--- config.mk ---
export PLATFORM = sky130hd
export DESIGN_NAME = irrigation_countdown_flat
export DESIGN_NICKNAME = d
export VERILOG_FILES = /design/src/rtl/irrigation_countdown_if.sv /design/src/rtl/irrigation_countdown.sv /design/src/flat_wrapper.sv
export SDC_FILE = /design/constraint.sdc
export NUM_CORES = 1
export LEC_CHECK = 0
export ABC_AREA = 1
export BUFFER_PORTS_ARGS = -buffer_cell sky130_fd_sc_hd__buf_4
export CAP_MARGIN = 20
export CORE_ASPECT_RATIO = 0.5
export CORE_MARGIN = 2
export CORE_UTILIZATION = 61
export DETAILED_ROUTE_END_ITERATION = 10
export GPL_TIMING_DRIVEN = 0
export PLACE_DENSITY = 0.89
export SLEW_MARGIN = 20
export SYNTH_ARGS = -nofsm -noshare
export SYNTH_HDL_FRONTEND = slang
export SYNTH_SLANG_ARGS = --single-unit
export TNS_END_PERCENT = 10
--- constraint.sdc ---
create_clock -name clk -period 3.2 [get_ports clk]
set_clock_uncertainty 0.1 [all_clocks]
set_input_delay 0.48 -clock clk [delete_from_list [all_inputs] [get_ports clk]]
set_output_delay 0.48 -clock clk [all_outputs]
set_load 0.02 [all_outputs]
--- src/rtl/irrigation_countdown_if.sv ---
// Control/status bundle between the irrigation controller and the countdown timer.
// The master side drives start/duration/pause/abort; the slave side returns valve, status and a..g.
interface irrigation_countdown_if;
  logic       start;
  logic [3:0] duration;
  logic       pause;
  logic       abort;
  logic       valve;
  logic       busy;
  logic       done;
  logic       selector;
  logic       a, b, c, d, e, f, g;

  modport master (
    output start, duration, pause, abort,
    input  valve, busy, done, selector, a, b, c, d, e, f, g
  );

  modport slave (
    input  start, duration, pause, abort,
    output valve, busy, done, selector, a, b, c, d, e, f, g
  );
endinterface

--- src/rtl/irrigation_countdown.sv ---
// Irrigation-cycle countdown timer: drives the valve and one seven-segment digit of remaining time.
// Optional feature COUNTDOWN_BLINK_EN: blanks the digit on alternate half-units while paused.
module irrigation_countdown #(
  parameter int unsigned TICK_CYCLES = 50_000_000,
  parameter int unsigned HOLD_TICKS  = 2
) (
  input logic                   clk,
  input logic                   reset_n,
  irrigation_countdown_if.slave bus
);

  localparam int unsigned TICK_W = (TICK_CYCLES > 1) ? $clog2(TICK_CYCLES) : 1;
  localparam int unsigned HOLD_W = (HOLD_TICKS > 1) ? $clog2(HOLD_TICKS) : 1;
  localparam logic [TICK_W-1:0] TICK_MAX = TICK_W'(TICK_CYCLES - 1);
  localparam logic [HOLD_W-1:0] HOLD_MAX = HOLD_W'(HOLD_TICKS - 1);

  typedef enum logic [1:0] {
    IDLE  = 2'd0,
    RUN   = 2'd1,
    PAUSE = 2'd2,
    DONE  = 2'd3
  } state_t;

  state_t            state, state_nxt;
  logic [3:0]        remaining, remaining_nxt;
  logic [TICK_W-1:0] tick_cnt, tick_nxt;
  logic [HOLD_W-1:0] hold_cnt, hold_nxt;

  logic       valve_q, busy_q, done_q, selector_q;
  logic [6:0] seg_q;
  logic       valve_nxt, busy_nxt, done_nxt, selector_nxt;
  logic [6:0] seg_nxt;
  logic       legal_start_c;
  logic       tick_end_c;
  logic       blank_c;

  // a..g encoding of one decimal digit
  function automatic logic [6:0] digit_seg(input logic [3:0] dgt);
    case (dgt)
      4'd0:    digit_seg = 7'b1111110;
      4'd1:    digit_seg = 7'b0110000;
      4'd2:    digit_seg = 7'b1101101;
      4'd3:    digit_seg = 7'b1111001;
      4'd4:    digit_seg = 7'b0110011;
      4'd5:    digit_seg = 7'b1011011;
      4'd6:    digit_seg = 7'b1011111;
      4'd7:    digit_seg = 7'b1110000;
      4'd8:    digit_seg = 7'b1111111;
      4'd9:    digit_seg = 7'b1111011;
      default: digit_seg = 7'b0000000;
    endcase
  endfunction

  assign legal_start_c = bus.start && (bus.duration != 4'd0) && (bus.duration <= 4'd9);
  assign tick_end_c    = (tick_cnt == TICK_MAX);

  // State register plus registered outputs
  always_ff @(posedge clk or negedge reset_n) begin
    if (!reset_n) begin
      state      <= IDLE;
      remaining  <= 4'd0;
      tick_cnt   <= '0;
      hold_cnt   <= '0;
      valve_q    <= 1'b0;
      busy_q     <= 1'b0;
      done_q     <= 1'b0;
      selector_q <= 1'b0;
      seg_q      <= 7'b0000000;
    end else begin
      state      <= state_nxt;
      remaining  <= remaining_nxt;
      tick_cnt   <= tick_nxt;
      hold_cnt   <= hold_nxt;
      valve_q    <= valve_nxt;
      busy_q     <= busy_nxt;
      done_q     <= done_nxt;
      selector_q <= selector_nxt;
      seg_q      <= seg_nxt;
    end
  end

  // Next state, counters and output values; abort overrides everything
  always_comb begin
    state_nxt     = state;
    remaining_nxt = remaining;
    tick_nxt      = tick_cnt;
    hold_nxt      = hold_cnt;
    done_nxt      = 1'b0;

    if (bus.abort) begin
      state_nxt     = IDLE;
      remaining_nxt = 4'd0;
      tick_nxt      = '0;
      hold_nxt      = '0;
    end else begin
      case (state)
        IDLE: begin
          if (legal_start_c) begin
            state_nxt     = RUN;
            remaining_nxt = bus.duration;
            tick_nxt      = '0;
          end
        end
        RUN: begin
          // pause wins over a coincident tick: the fraction is kept intact
          if (bus.pause) begin
            state_nxt = PAUSE;
          end else if (tick_end_c) begin
            tick_nxt = '0;
            if (remaining == 4'd1) begin
              state_nxt     = DONE;
              remaining_nxt = 4'd0;
              done_nxt      = 1'b1;
              hold_nxt      = '0;
            end else begin
              remaining_nxt = remaining - 4'd1;
            end
          end else begin
            tick_nxt = tick_cnt + TICK_W'(1);
          end
        end
        PAUSE: begin
          if (!bus.pause) state_nxt = RUN;
        end
        DONE: begin
          // restart beats hold expiry
          if (legal_start_c) begin
            state_nxt     = RUN;
            remaining_nxt = bus.duration;
            tick_nxt      = '0;
          end else if (tick_end_c) begin
            tick_nxt = '0;
            if (hold_cnt == HOLD_MAX) begin
              state_nxt = IDLE;
              hold_nxt  = '0;
            end else begin
              hold_nxt = hold_cnt + HOLD_W'(1);
            end
          end else begin
            tick_nxt = tick_cnt + TICK_W'(1);
          end
        end
        default: begin
          state_nxt     = IDLE;
          remaining_nxt = 4'd0;
          tick_nxt      = '0;
          hold_nxt      = '0;
        end
      endcase
    end

    valve_nxt    = (state_nxt == RUN);
    busy_nxt     = (state_nxt == RUN) || (state_nxt == PAUSE);
    selector_nxt = (state_nxt != IDLE);
    if (state_nxt == IDLE || blank_c) seg_nxt = 7'b0000000;
    else                               seg_nxt = digit_seg(remaining_nxt);
  end

`ifdef COUNTDOWN_BLINK_EN
  localparam int unsigned HALF_CYCLES = (TICK_CYCLES / 2 > 1) ? TICK_CYCLES / 2 : 1;
  localparam int unsigned BLINK_W     = (HALF_CYCLES > 1) ? $clog2(HALF_CYCLES) : 1;
  localparam logic [BLINK_W-1:0] HALF_MAX = BLINK_W'(HALF_CYCLES - 1);

  logic [BLINK_W-1:0] blink_cnt, blink_cnt_nxt;
  logic               blink_off, blink_off_nxt;

  always_ff @(posedge clk or negedge reset_n) begin
    if (!reset_n) begin
      blink_cnt <= '0;
      blink_off <= 1'b0;
    end else begin
      blink_cnt <= blink_cnt_nxt;
      blink_off <= blink_off_nxt;
    end
  end

  // Half-unit phase counter, restarted in the visible phase on every PAUSE entry
  always_comb begin
    blink_cnt_nxt = '0;
    blink_off_nxt = 1'b0;
    if (state_nxt == PAUSE && state == PAUSE) begin
      if (blink_cnt == HALF_MAX) begin
        blink_cnt_nxt = '0;
        blink_off_nxt = ~blink_off;
      end else begin
        blink_cnt_nxt = blink_cnt + BLINK_W'(1);
        blink_off_nxt = blink_off;
      end
    end
  end

  assign blank_c = (state_nxt == PAUSE) && blink_off_nxt;
`else
  assign blank_c = 1'b0;
`endif

  assign bus.valve    = valve_q;
  assign bus.busy     = busy_q;
  assign bus.done     = done_q;
  assign bus.selector = selector_q;
  assign {bus.a, bus.b, bus.c, bus.d, bus.e, bus.f, bus.g} = seg_q;

endmodule

--- src/flat_wrapper.sv ---
// flat-port wrapper written by rule: the top's interface ports become plain ports
module irrigation_countdown_flat 
#(
  parameter int unsigned TICK_CYCLES = 50_000_000,
  parameter int unsigned HOLD_TICKS  = 2
)
  (clk, reset_n, bus_start, bus_duration, bus_pause, bus_abort, bus_valve, bus_busy, bus_done, bus_selector, bus_a, bus_b, bus_c, bus_d, bus_e, bus_f, bus_g);
  irrigation_countdown_if bus_i ();
  input logic clk;
  input logic reset_n;
  input wire logic [$bits(bus_i.start)-1:0] bus_start;
  input wire logic [$bits(bus_i.duration)-1:0] bus_duration;
  input wire logic [$bits(bus_i.pause)-1:0] bus_pause;
  input wire logic [$bits(bus_i.abort)-1:0] bus_abort;
  output wire logic [$bits(bus_i.valve)-1:0] bus_valve;
  output wire logic [$bits(bus_i.busy)-1:0] bus_busy;
  output wire logic [$bits(bus_i.done)-1:0] bus_done;
  output wire logic [$bits(bus_i.selector)-1:0] bus_selector;
  output wire logic [$bits(bus_i.a)-1:0] bus_a;
  output wire logic [$bits(bus_i.b)-1:0] bus_b;
  output wire logic [$bits(bus_i.c)-1:0] bus_c;
  output wire logic [$bits(bus_i.d)-1:0] bus_d;
  output wire logic [$bits(bus_i.e)-1:0] bus_e;
  output wire logic [$bits(bus_i.f)-1:0] bus_f;
  output wire logic [$bits(bus_i.g)-1:0] bus_g;
  assign bus_i.start = bus_start;
  assign bus_i.duration = bus_duration;
  assign bus_i.pause = bus_pause;
  assign bus_i.abort = bus_abort;
  assign bus_valve = bus_i.valve;
  assign bus_busy = bus_i.busy;
  assign bus_done = bus_i.done;
  assign bus_selector = bus_i.selector;
  assign bus_a = bus_i.a;
  assign bus_b = bus_i.b;
  assign bus_c = bus_i.c;
  assign bus_d = bus_i.d;
  assign bus_e = bus_i.e;
  assign bus_f = bus_i.f;
  assign bus_g = bus_i.g;
  irrigation_countdown #(.TICK_CYCLES(TICK_CYCLES), .HOLD_TICKS(HOLD_TICKS)) u_core (.clk(clk), .reset_n(reset_n), .bus(bus_i));
endmodule
==> run metrics <==
status finished clean; GPL Wtd Cong 0.940; CP Class reg2reg; first-pass GRT wire length 11600 um; clk slew on worst S/H paths 80 ps; Iter 0 DRT Violations roughly 210; asr flop ratio synth 100%; EDFF count, synth 0; number of clock sinks 44; final hold vios 0; core region area 4530 um^2; syn avg cell area roughly 7.5 um^2; post-synthesis sequential element count 44; 1st-pass router iterations 5; pre-CTS worst setup slack roughly 540 ps; routed vias/inst 5.64; share of cells above drive strength 1 16.0%; crit-path leading delay family simple AND/OR/NAND/NOR gates; largest net degree at the start of global routing 45; global route overflow 0; worst skew pair latency 310 ps; drt total wl about 6700 um; fill count roughly 330; Commonest cells post-synth nand2_1 (69), nor2_1 (64), inv_1 (49); Slew HR 63.0%; Post CTS Setup Buffer Count 0; area delta synth->final 11.3%; most frequent CP cell nand2_1; Final min period around 2800 ps; CP Capture Type register; Critical R2R Capture u_core.seg_q[0]$_DFF_PN0_; Hold WS ~55 ps; Initial Utilization 65.1%; Power, Total 1.48 mW; DRC 0; Cells after Synth 393; R2R depth 18; Critical Path Source u_core.tick_cnt[0]$_DFFE_PN0P_; final net count 443; sequential share of the synthesized area 37.3%; PostCTS Resize Cnt 0; RSZ-0062 raised after global routing false; MaxCap Viol Count 0; post-synth cell types 39; worst-margin pin slew 555 ps; top cell type's share of synthesized area between 30% and 40%; top cells by area, synth dfrtp_1 (37%), nand2_1 (8.8%), nor2_1 (8.1%), ha_1 (6.4%), inv_1 (6.2%); slowest stage cell on the critical path dfrtp_1; Syn Nets 417; cell chain of the critical path ha_1, nand2_1, nor2_2, nand2_1, nor2_1, nand3_1, nand2_1, o21ai_0, a22oi_1, nand2_1, nand3_1, inv_1, ha_1, inv_1, nand3_1, nand2_1, nor2_1, nor2_1; CP required 3340 ps; TNS Setup 0 ps; crit path max fanout 5; Final Util 72.5%; Final Max Slew Viols 0; CP arrival between 2000 and 3000 ps; H-tree levels 2; Buf+Inv Stages, Crit Path 2; Die X-Extent 102 um; fin crit share roughly 88%; total track usage between 20 and 30%; Yosys warnings 0; CTS root buf clkbuf_8; Peak supply drop 253 uV; post-synth top area cell dfrtp_1; Die Footprint 5440 um^2; WL per Instance roughly 14 um; worst min path class in2async; r2r startpoint u_core.tick_cnt[0]$_DFFE_PN0P_; fmax ~360 MHz; Cell Area, Synth roughly 3000 um^2; cell with the most instances after synthesis nand2_1; Die H about 53 um; antenna violations before repair 0; Clock Tree Buf Depth 2; Final ANT Viol Nets 0; # hold bufs at CTS 0; dpl hpwl ~4900 um; Final WS setup 394 ps; Worst path max stage delay 400 ps; Power Density 449 nW/um^2; Reg2Reg Setup Slack roughly 390 ps; crit path launch type register; Ant. Diodes 0; Finish-stage setup viols 0; IO buf count 19; Ports 20; CTS buffer count 5; total number of vias 2743; vias in the first global route 2678; ys flop type dfrtp_1; Site Rows 17; CTS tree built; Leak Pwr 1.54 nW
## stage by stage
stage	instance area, um^2	instances
CTS	3280	486
detailed placement	3180	478
global placement	3180	478
finish	3280	486
floorplan	2950	393
global route	3280	486
## area by class of cell
cell class,count,area (um^2),share of cell area (%)
multi-input combinational,287,1600,48.7
sequential,44,1100,33.5
inverter,56,210,6.40
timing repair buffer,19,143,4.34
tap,66,82.6,2.52
clock buffer,6,72.6,2.21
buffer,6,41.3,1.26
clock inverter,2,35.0,1.07
## cells in the final DEF (no fill, tap or decap), types with 10 or more instances in the layout
cell type	netlist	layout
ha_1	15	15
nand3_1	32	32
nor2_1	64	64
nand2_1	69	69
dfrtp_1	44	44
nand2_2	10	10
o21ai_0	12	12
a21oi_1	19	19
inv_1	49	49
xor2_1	10	10
buf_4	2	21
## power breakdown
part           internal [mW]  switching [mW]  leakage (nW)
sequential             0.601          0.0240         0.601
combinational          0.146           0.281         0.882
clock                  0.232           0.192        0.0552
total                  0.979           0.497          1.54
## registers in the layout, summed over array words and instances (netlist names)
| name | count |
|---|---|
| u_core.tick_cnt | 26 |
| u_core.remaining | 4 |
| u_core.bus.valve | 1 |
| u_core.bus.done | 1 |
| u_core.bus.busy | 1 |
| u_core.hold_cnt | 1 |
| u_core.state | 2 |
| u_core.seg_q | 7 |
| u_core.bus.selector | 1 |
## per-layer routing
layer	global-route usage [%]	share of wire (%)
met5	0	0
met1	35.4	42
met3	6.08	9.3
met4	11.6	2.3
met2	47.8	47
## logic make-up (layout without fill, tap and decap cells)
| family | Yosys count | in the layout | share of synthesized area [%] |
|---|---|---|---|
| fa+ha+maj | 15 | 15 | 6.36 |
| buf+inv | 62 | 89 | 8.52 |
| flops | 44 | 44 | 37.3 |
| xor+xnor | 11 | 11 | 3.27 |
| compound gates | 47 | 47 | 10.1 |
| simple gates | 214 | 214 | 34.5 |
## worst max-delay path by stage
stage	endpoint	slack [ps]	cells after the start
floorplan	u_core.seg_q[5]$_DFF_PN0_	980	14
finish	u_core.seg_q[0]$_DFF_PN0_	390	18
CTS	u_core.seg_q[0]$_DFF_PN0_	460	18
global placement	u_core.seg_q[1]$_DFF_PN0_	670	18
detailed placement	u_core.seg_q[0]$_DFF_PN0_	540	18
global route	u_core.seg_q[0]$_DFF_PN0_	90	18
Power figures use the tool's default switching activity.
